<file path="src/rtl/ysyx_25040101_lsu_ctrl_pkg.sv">
// Shared types and constants for the load/store sequencer: FSM states, op decode,
// mem_en_i bit positions and err_o bit positions.
package ysyx_25040101_lsu_ctrl_pkg;

  localparam int unsigned XLEN     = 32;
  localparam int unsigned MASK_W   = 4;
  localparam int unsigned MEM_EN_W = 7;
  localparam int unsigned ERR_W    = 2;

  localparam int unsigned MEM_RD1B  = 0;
  localparam int unsigned MEM_RD2B  = 1;
  localparam int unsigned MEM_RD2BS = 2;
  localparam int unsigned MEM_RD4B  = 3;
  localparam int unsigned MEM_WR1B  = 4;
  localparam int unsigned MEM_WR2B  = 5;
  localparam int unsigned MEM_WR4B  = 6;

  localparam int unsigned ERR_MISALIGN = 0;
  localparam int unsigned ERR_BUS      = 1;

  typedef enum logic [1:0] {
    ST_IDLE = 2'd0,
    ST_REQ  = 2'd1,
    ST_RSP  = 2'd2,
    ST_FIN  = 2'd3
  } state_e;

  typedef enum logic [2:0] {
    OP_NONE  = 3'd0,
    OP_RD1B  = 3'd1,
    OP_RD2B  = 3'd2,
    OP_RD2BS = 3'd3,
    OP_RD4B  = 3'd4,
    OP_WR1B  = 3'd5,
    OP_WR2B  = 3'd6,
    OP_WR4B  = 3'd7
  } op_e;

  // Multiple request bits resolve with reads first, widest first.
  function automatic op_e decode_op(input logic [MEM_EN_W-1:0] en);
    op_e op;
    op = OP_NONE;
    if      (en[MEM_RD4B])  op = OP_RD4B;
    else if (en[MEM_RD2BS]) op = OP_RD2BS;
    else if (en[MEM_RD2B])  op = OP_RD2B;
    else if (en[MEM_RD1B])  op = OP_RD1B;
    else if (en[MEM_WR4B])  op = OP_WR4B;
    else if (en[MEM_WR2B])  op = OP_WR2B;
    else if (en[MEM_WR1B])  op = OP_WR1B;
    return op;
  endfunction

  function automatic logic op_is_write(input op_e op);
    return (op == OP_WR1B) || (op == OP_WR2B) || (op == OP_WR4B);
  endfunction

  function automatic logic op_misaligned(input op_e op, input logic [1:0] lo);
    logic mis;
    mis = 1'b0;
    case (op)
      OP_RD4B, OP_WR4B:           mis = (lo != 2'b00);
      OP_RD2B, OP_RD2BS, OP_WR2B: mis = lo[0];
      default:                    mis = 1'b0;
    endcase
    return mis;
  endfunction

endpackage

</file>
<file path="src/rtl/ysyx_25040101_lsu_lane.sv">
// Byte-lane logic: store strobes and replicated store data, plus load extraction
// and zero/sign extension from the addressed lane.
module ysyx_25040101_lsu_lane
  import ysyx_25040101_lsu_ctrl_pkg::*;
(
  input  op_e               op_i,
  input  logic [1:0]        addr_lo_i,
  input  logic [XLEN-1:0]   wdata_i,
  input  logic [XLEN-1:0]   rdata_i,
  output logic [MASK_W-1:0] wmask_c_o,
  output logic [XLEN-1:0]   wdata_c_o,
  output logic [XLEN-1:0]   rdata_c_o
);

  logic [15:0] lane_rd;

  assign lane_rd = 16'(rdata_i >> {addr_lo_i, 3'b000});

  always_comb begin
    wmask_c_o = '0;
    wdata_c_o = '0;
    rdata_c_o = '0;
    case (op_i)
      OP_WR1B: begin
        wmask_c_o = MASK_W'(4'b0001 << addr_lo_i);
        wdata_c_o = {4{wdata_i[7:0]}};
      end
      OP_WR2B: begin
        wmask_c_o = addr_lo_i[1] ? 4'b1100 : 4'b0011;
        wdata_c_o = {2{wdata_i[15:0]}};
      end
      OP_WR4B: begin
        wmask_c_o = 4'b1111;
        wdata_c_o = wdata_i;
      end
      OP_RD1B:  rdata_c_o = {24'h0, lane_rd[7:0]};
      OP_RD2B:  rdata_c_o = {16'h0, lane_rd};
      OP_RD2BS: rdata_c_o = {{16{lane_rd[15]}}, lane_rd};
      OP_RD4B:  rdata_c_o = rdata_i;
      default: ;
    endcase
  end

endmodule

</file>
<file path="src/rtl/ysyx_25040101_lsu_ctrl.sv">
// Load/store sequencer: latches one memory op, issues a valid/ready bus request,
// waits for the response (bounded by a timeout) and reports result/error to the core.
module ysyx_25040101_lsu_ctrl
  import ysyx_25040101_lsu_ctrl_pkg::*;
#(
  parameter int unsigned TIMEOUT_CYCLES = 256
) (
  input  logic                clk,
  input  logic                rst,
  input  logic                start_i,
  input  logic [MEM_EN_W-1:0] mem_en_i,
  input  logic [XLEN-1:0]     addr_i,
  input  logic [XLEN-1:0]     wdata_i,
  output logic                req_valid_o,
  input  logic                req_ready_i,
  output logic                req_we_o,
  output logic [XLEN-1:0]     req_addr_o,
  output logic [XLEN-1:0]     req_wdata_o,
  output logic [MASK_W-1:0]   req_wmask_o,
  input  logic                rsp_valid_i,
  input  logic [XLEN-1:0]     rsp_rdata_i,
  input  logic                rsp_err_i,
  output logic                busy_o,
  output logic                done_o,
  output logic [XLEN-1:0]     rdata_o,
  output logic [ERR_W-1:0]    err_o
);

  // One spare count so an acceptance on the timeout cycle cannot wrap the counter.
  localparam int unsigned CNT_W = $clog2(TIMEOUT_CYCLES + 2);

  state_e              state_q, state_d;
  op_e                 op_q, op_d;
  logic [1:0]          lo_q, lo_d;
  logic [CNT_W-1:0]    cnt_q, cnt_d, cnt_inc;
  logic                valid_q, valid_d;
  logic                we_q, we_d;
  logic [XLEN-1:0]     addr_q, addr_d;
  logic [XLEN-1:0]     wdata_q, wdata_d;
  logic [MASK_W-1:0]   wmask_q, wmask_d;
  logic                busy_q, busy_d;
  logic                done_q, done_d;
  logic [XLEN-1:0]     rdata_q, rdata_d;
  logic [ERR_W-1:0]    err_q, err_d;

  op_e                 op_in;
  op_e                 lane_op;
  logic [1:0]          lane_lo;
  logic [MASK_W-1:0]   lane_wmask;
  logic [XLEN-1:0]     lane_wdata;
  logic [XLEN-1:0]     lane_rdata;
  logic                timeout_hit;

  assign op_in       = decode_op(mem_en_i);
  assign cnt_inc     = cnt_q + CNT_W'(1);
  assign timeout_hit = (TIMEOUT_CYCLES != 0) && (cnt_inc >= CNT_W'(TIMEOUT_CYCLES));

  // Lane logic sees the incoming op while idle and the latched op afterwards.
  assign lane_op = (state_q == ST_IDLE) ? op_in : op_q;
  assign lane_lo = (state_q == ST_IDLE) ? addr_i[1:0] : lo_q;

  ysyx_25040101_lsu_lane u_lane (
    .op_i      (lane_op),
    .addr_lo_i (lane_lo),
    .wdata_i   (wdata_i),
    .rdata_i   (rsp_rdata_i),
    .wmask_c_o (lane_wmask),
    .wdata_c_o (lane_wdata),
    .rdata_c_o (lane_rdata)
  );

  always_ff @(posedge clk) begin
    if (rst) begin
      state_q <= ST_IDLE;
      op_q    <= OP_NONE;
      lo_q    <= '0;
      cnt_q   <= '0;
      valid_q <= 1'b0;
      we_q    <= 1'b0;
      addr_q  <= '0;
      wdata_q <= '0;
      wmask_q <= '0;
      busy_q  <= 1'b0;
      done_q  <= 1'b0;
      rdata_q <= '0;
      err_q   <= '0;
    end else begin
      state_q <= state_d;
      op_q    <= op_d;
      lo_q    <= lo_d;
      cnt_q   <= cnt_d;
      valid_q <= valid_d;
      we_q    <= we_d;
      addr_q  <= addr_d;
      wdata_q <= wdata_d;
      wmask_q <= wmask_d;
      busy_q  <= busy_d;
      done_q  <= done_d;
      rdata_q <= rdata_d;
      err_q   <= err_d;
    end
  end

  always_comb begin
    state_d = state_q;
    op_d    = op_q;
    lo_d    = lo_q;
    cnt_d   = cnt_q;
    we_d    = we_q;
    addr_d  = addr_q;
    wdata_d = wdata_q;
    wmask_d = wmask_q;
    rdata_d = rdata_q;
    err_d   = err_q;

    case (state_q)
      ST_IDLE: begin
        if (start_i) begin
          op_d    = op_in;
          lo_d    = addr_i[1:0];
          cnt_d   = '0;
          we_d    = op_is_write(op_in);
          addr_d  = {addr_i[XLEN-1:2], 2'b00};
          wdata_d = lane_wdata;
          wmask_d = lane_wmask;
          rdata_d = '0;
          err_d   = '0;
          if (op_in == OP_NONE) begin
            state_d = ST_FIN;
          end else if (op_misaligned(op_in, addr_i[1:0])) begin
            state_d             = ST_FIN;
            err_d[ERR_MISALIGN] = 1'b1;
          end else begin
            state_d = ST_REQ;
          end
        end
      end
      ST_REQ: begin
        cnt_d = cnt_inc;
        if (valid_q && req_ready_i) begin
          state_d = ST_RSP;
        end else if (timeout_hit) begin
          state_d        = ST_FIN;
          err_d[ERR_BUS] = 1'b1;
        end
      end
      ST_RSP: begin
        cnt_d = cnt_inc;
        if (rsp_valid_i) begin
          state_d        = ST_FIN;
          err_d[ERR_BUS] = rsp_err_i;
          rdata_d        = rsp_err_i ? '0 : lane_rdata;
        end else if (timeout_hit) begin
          state_d        = ST_FIN;
          err_d[ERR_BUS] = 1'b1;
        end
      end
      ST_FIN: state_d = ST_IDLE;
      default: state_d = ST_IDLE;
    endcase

    valid_d = (state_d == ST_REQ);
    busy_d  = (state_d == ST_REQ) || (state_d == ST_RSP);
    done_d  = (state_d == ST_FIN);
  end

  assign req_valid_o = valid_q;
  assign req_we_o    = we_q;
  assign req_addr_o  = addr_q;
  assign req_wdata_o = wdata_q;
  assign req_wmask_o = wmask_q;
  assign busy_o      = busy_q;
  assign done_o      = done_q;
  assign rdata_o     = rdata_q;
  assign err_o       = err_q;

endmodule

</file>
<file path="config.mk">
export PLATFORM = sky130hd
export DESIGN_NAME = ysyx_25040101_lsu_ctrl
export DESIGN_NICKNAME = d
export VERILOG_FILES = /design/src/rtl/ysyx_25040101_lsu_ctrl_pkg.sv /design/src/rtl/ysyx_25040101_lsu_lane.sv /design/src/rtl/ysyx_25040101_lsu_ctrl.sv
export SDC_FILE = /design/constraint.sdc
export NUM_CORES = 1
export LEC_CHECK = 0
export CAP_MARGIN = 20
export CELL_PAD_IN_SITES_DETAIL_PLACEMENT = 1
export CELL_PAD_IN_SITES_GLOBAL_PLACEMENT = 1
export CORE_ASPECT_RATIO = 1.75
export CORE_UTILIZATION = 30
export CTS_BUF_LIST = sky130_fd_sc_hd__clkbuf_4
export DETAILED_ROUTE_END_ITERATION = 10
export MAX_ROUTING_LAYER = met4
export PLACE_DENSITY_LB_ADDON = 0.1
export SLEW_MARGIN = 20
export SYNTH_ARGS = -nofsm -noshare
export SYNTH_HDL_FRONTEND = slang
export SYNTH_HIERARCHICAL = 1
export SYNTH_SLANG_ARGS = --single-unit
</file>
<file path="constraint.sdc">
create_clock -name clk -period 2.2 [get_ports clk]
set_input_delay 0.33 -clock clk [delete_from_list [all_inputs] [get_ports clk]]
set_output_delay 0.33 -clock clk [all_outputs]
set_load 0.03 [all_outputs]
</file>
==> impl_metrics.py <==
metrics = {
    "placement": {
        "dpl.cell_count": 1285,
        "place_congestion": 0.865,
        "dpl_cell_area_sq_um": 9150,
        "port_buffers": 212,
        "hpwl_mm": 17.4,
    },
    "yosys": {
        "ys_top_cells_by_count": "nand2_1 (183), a21oi_1 (144), dfxtp_1 (120)",
        "syn_area_sq_um": 6200,
        "avgSynthCellArea_sq_um": 7.64,
        "yosysSeqAreaShare_pct": 38.7,
        "synth.distinct_cells": 58,
        "synth_edf_count": 0,
        "netlist.area_leader.share_pct": 38.7,
        "ys_ff_latch": 120,
        "synth_top_cell_by_area": "dfxtp_1",
        "async_reset_ff_share_pct": 0,
        "ys_warn_count": 6,
        "ys_top_cells_by_area": "dfxtp_1 (39%), a21oi_1 (12%), nand2_1 (11%), a21o_1 (3.1%), nand3_1 (2.8%)",
        "yosysMostFrequentCell": "nand2_1",
        "ys.flop_type": "dfxtp_1",
        "synth_cells": 812,
    },
    "floorplanning": {
        "dieArea_sq_um": 21300,
        "ioPinCount": 215,
        "die_x_um": 111,
        "num_rows": 69,
        "start_util_pct": 30.6,
        "core_sq_um": 20300,
        "die_y_um": 192,
    },
    "sta": {
        "fmax_mhz": 458,
        "final_hold_viol_count": 0,
        "period_share_pct": 99.2,
        "clock_skew_ps": 18.8,
        "finalSetupViolCount": 0,
        "final_max_slew_viol_count": 0,
        "period_needed_ps": 2180,
        "grt_setup_unrepaired": "true",
    },
    "clocking": {
        "cts-hold-fix-buffers": 0,
        "cts-htree-levels": 4,
        "cts_tree": "built",
        "cts_buffer_depth": 2,
        "cts_buffers": 17,
        "cts.clk_slew.worst_paths_ps": 110,
        "clock_tree.root_cell": "clkbuf_4",
        "clk_latency_ps": 550,
        "cts.sinks": 120,
    },
    "detailed_routing": {
        "vias": 6714,
        "postRouteAntennaNets": 0,
        "drt_wl_total_mm": 23.4,
        "avgViaCountPerCell": 5.09,
        "drtIter0Drc": 237,
        "route.detailed.drc": 0,
        "firstDrtPassIters": 4,
        "drt-wirelength-per-cell_um": 17.8,
    },
    "layout": {
        "area_growth_pct": 56.4,
        "final_nets": 1171,
        "stdcell_area_sq_um": 9700,
        "fin_cells": 1319,
        "layout-drive-gt1-share_pct": 15.9,
    },
    "hold_path": {
        "hold_path_class": "primary input to flop",
        "hp-start": "rst",
        "hold_end": "op_q[0]",
        "hold_depth": 2,
    },
    "global_route": {
        "grt_pass1_wl_mm": 36.6,
        "grt_usage_pct": 22.8,
        "grt_pass1_vias": 6890,
        "gr-total-overflow": 0,
        "grt_max_degree": 50,
        "antenna_found_initial": 1,
    },
    "setup_path": {
        "required_ps": 2680,
        "cp_max_fo": 8,
        "reg2reg_from": "state_q[0]",
        "path_class": "primary input to flop",
        "startpoint_type": "primary input",
        "r2r_end": "rdata_o[3]",
        "cp-end-kind": "flop",
        "regToRegSetupSlack_ps": 90,
        "cp_data_arrival_time_ps": 2660,
        "r2r_cells": 9,
    },
    "power_and_ir_drop": {
        "p_leak_uw": 0.00370,
        "vdd_ir_drop_max_mv": 0.467,
        "total_power_uw": 9900,
        "p_per_area_nw_per_um2": 1020,
    },
    "status": {
        "status": "finished clean",
    },
    "flow_run": {
        "cap_viol_max_count": 0,
    },
}
## state kept, by name, summed over array words and instances (netlist names), 3 cells and up
signal       flops
req_addr_o      30
op_q             3
req_wdata_o     32
cnt_q            9
rdata_o         32
req_wmask_o      4
## per-stage QoR
stage | hold WS (ps) | setup WS [ps] | util (%) | setup TNS, ps
5_1_grt | 117 | -24.5 | 47.8 | -79.7
3_3_place_gp | 438 | -654 | 45.1 | -34420
4_1_cts | 92.2 | 10.8 | 46.9 | 0
3_5_place_dp | 444 | -642 | 45.1 | -35220
2_1_floorplan | 434 | -27.8 | - | -217
6_report | 168 | 17.7 | 47.8 | 0
## metal layers
layer / global-route usage [%] / part of all wire [%] / vias up
met5: - / 0 / -
met2: 41.6 / 54 / 190
met3: 5.46 / 5.0 / 37
met4: 10.2 / 2.9 / 0
li1: - / - / 3289
met1: 23.1 / 39 / 3198
## final cells by class
class                      count  area (sq um)
multi-input combinational    608          3640
clock inverter                11           178
tap                          248           310
clock buffer                  21           158
antenna                        1          2.50
timing repair buffer         297          2950
fill                        2404         10600
inverter                      13          48.8
sequential                   120          2410
## critical path, stage by stage
cell             delay, ps
clkdlybuf4s50_1        450
or2_4                  270
o32ai_4                260
nor2_1                 110
mux2_4                 320
nor3b_4                240
buf_6                  140
o21bai_4               160
a21o_1                 160
nand3_1                 90
a21oi_2                140
## repair_timing
action | 4_1_cts | 5_1_grt
endpoints found under the hold margin | 0 | 0
setup endpoints to repair | 53 | 46
pin swaps | 0 | 16
setup buffers | 0 | 1
gates resized for setup | 9 | 36
## cells in the final DEF, fill, tap and decap left out, drive strengths merged, types with 2 or more instances in the layout
master / count
clkdlybuf4s50: 211
nand2: 183
a21oi: 145
dfxtp: 120
buf: 86
nor2: 37
nand3: 35
a21o: 26
a211oi: 22
clkbuf: 21
o21ai: 18
mux2i: 16
and2: 16
inv: 13
mux2: 13
a22oi: 11
nand2b: 11
a211o: 8
nor2b: 6
a2111oi: 6
o21a: 5
bufinv: 5
clkinv: 5
or3: 5
ha: 5
xor2: 4
o21bai: 4
nor3: 3
a31oi: 3
nand3b: 3
nand4: 3
o211a: 2
o211ai: 2
conb: 2
or2: 2
nor4b: 2
## how the worst max path moves through the flow
stage           startpoint  slack (ps)  cells after the start               to
2_1_floorplan  mem_en_i[2]         -30                     10       rdata_o[2]
3_3_place_gp   mem_en_i[0]        -650                     12  req_wdata_o[18]
3_5_place_dp   mem_en_i[2]        -640                     12  req_wdata_o[17]
4_1_cts         state_q[1]          10                      9       rdata_o[9]
5_1_grt        mem_en_i[6]         -20                     12       rdata_o[7]
6_report       mem_en_i[2]          20                     11       rdata_o[7]
## cell families after synthesis
logic type | Yosys count | synth area share [%]
AND/OR/NAND/NOR | 308 | 22.1
AO/OA/AOI/OAI | 260 | 26.1
flip-flops | 120 | 38.7
buffers and inverters | 85 | 6.54
multiplexers | 29 | 4.94
adder cells (fa/ha/maj) | 5 | 1.01
XOR/XNOR | 4 | 0.565
other | 1 | 0.0605
## power breakdown
group	switching (uW)	leakage (uW)	internal (uW)
combinational	3030	0.00255	2400
clock	846	0.000178	1050
sequential	141	0.000976	2430
total	4010	0.00370	5880
Note: power is estimated with default switching activity, not from simulation.
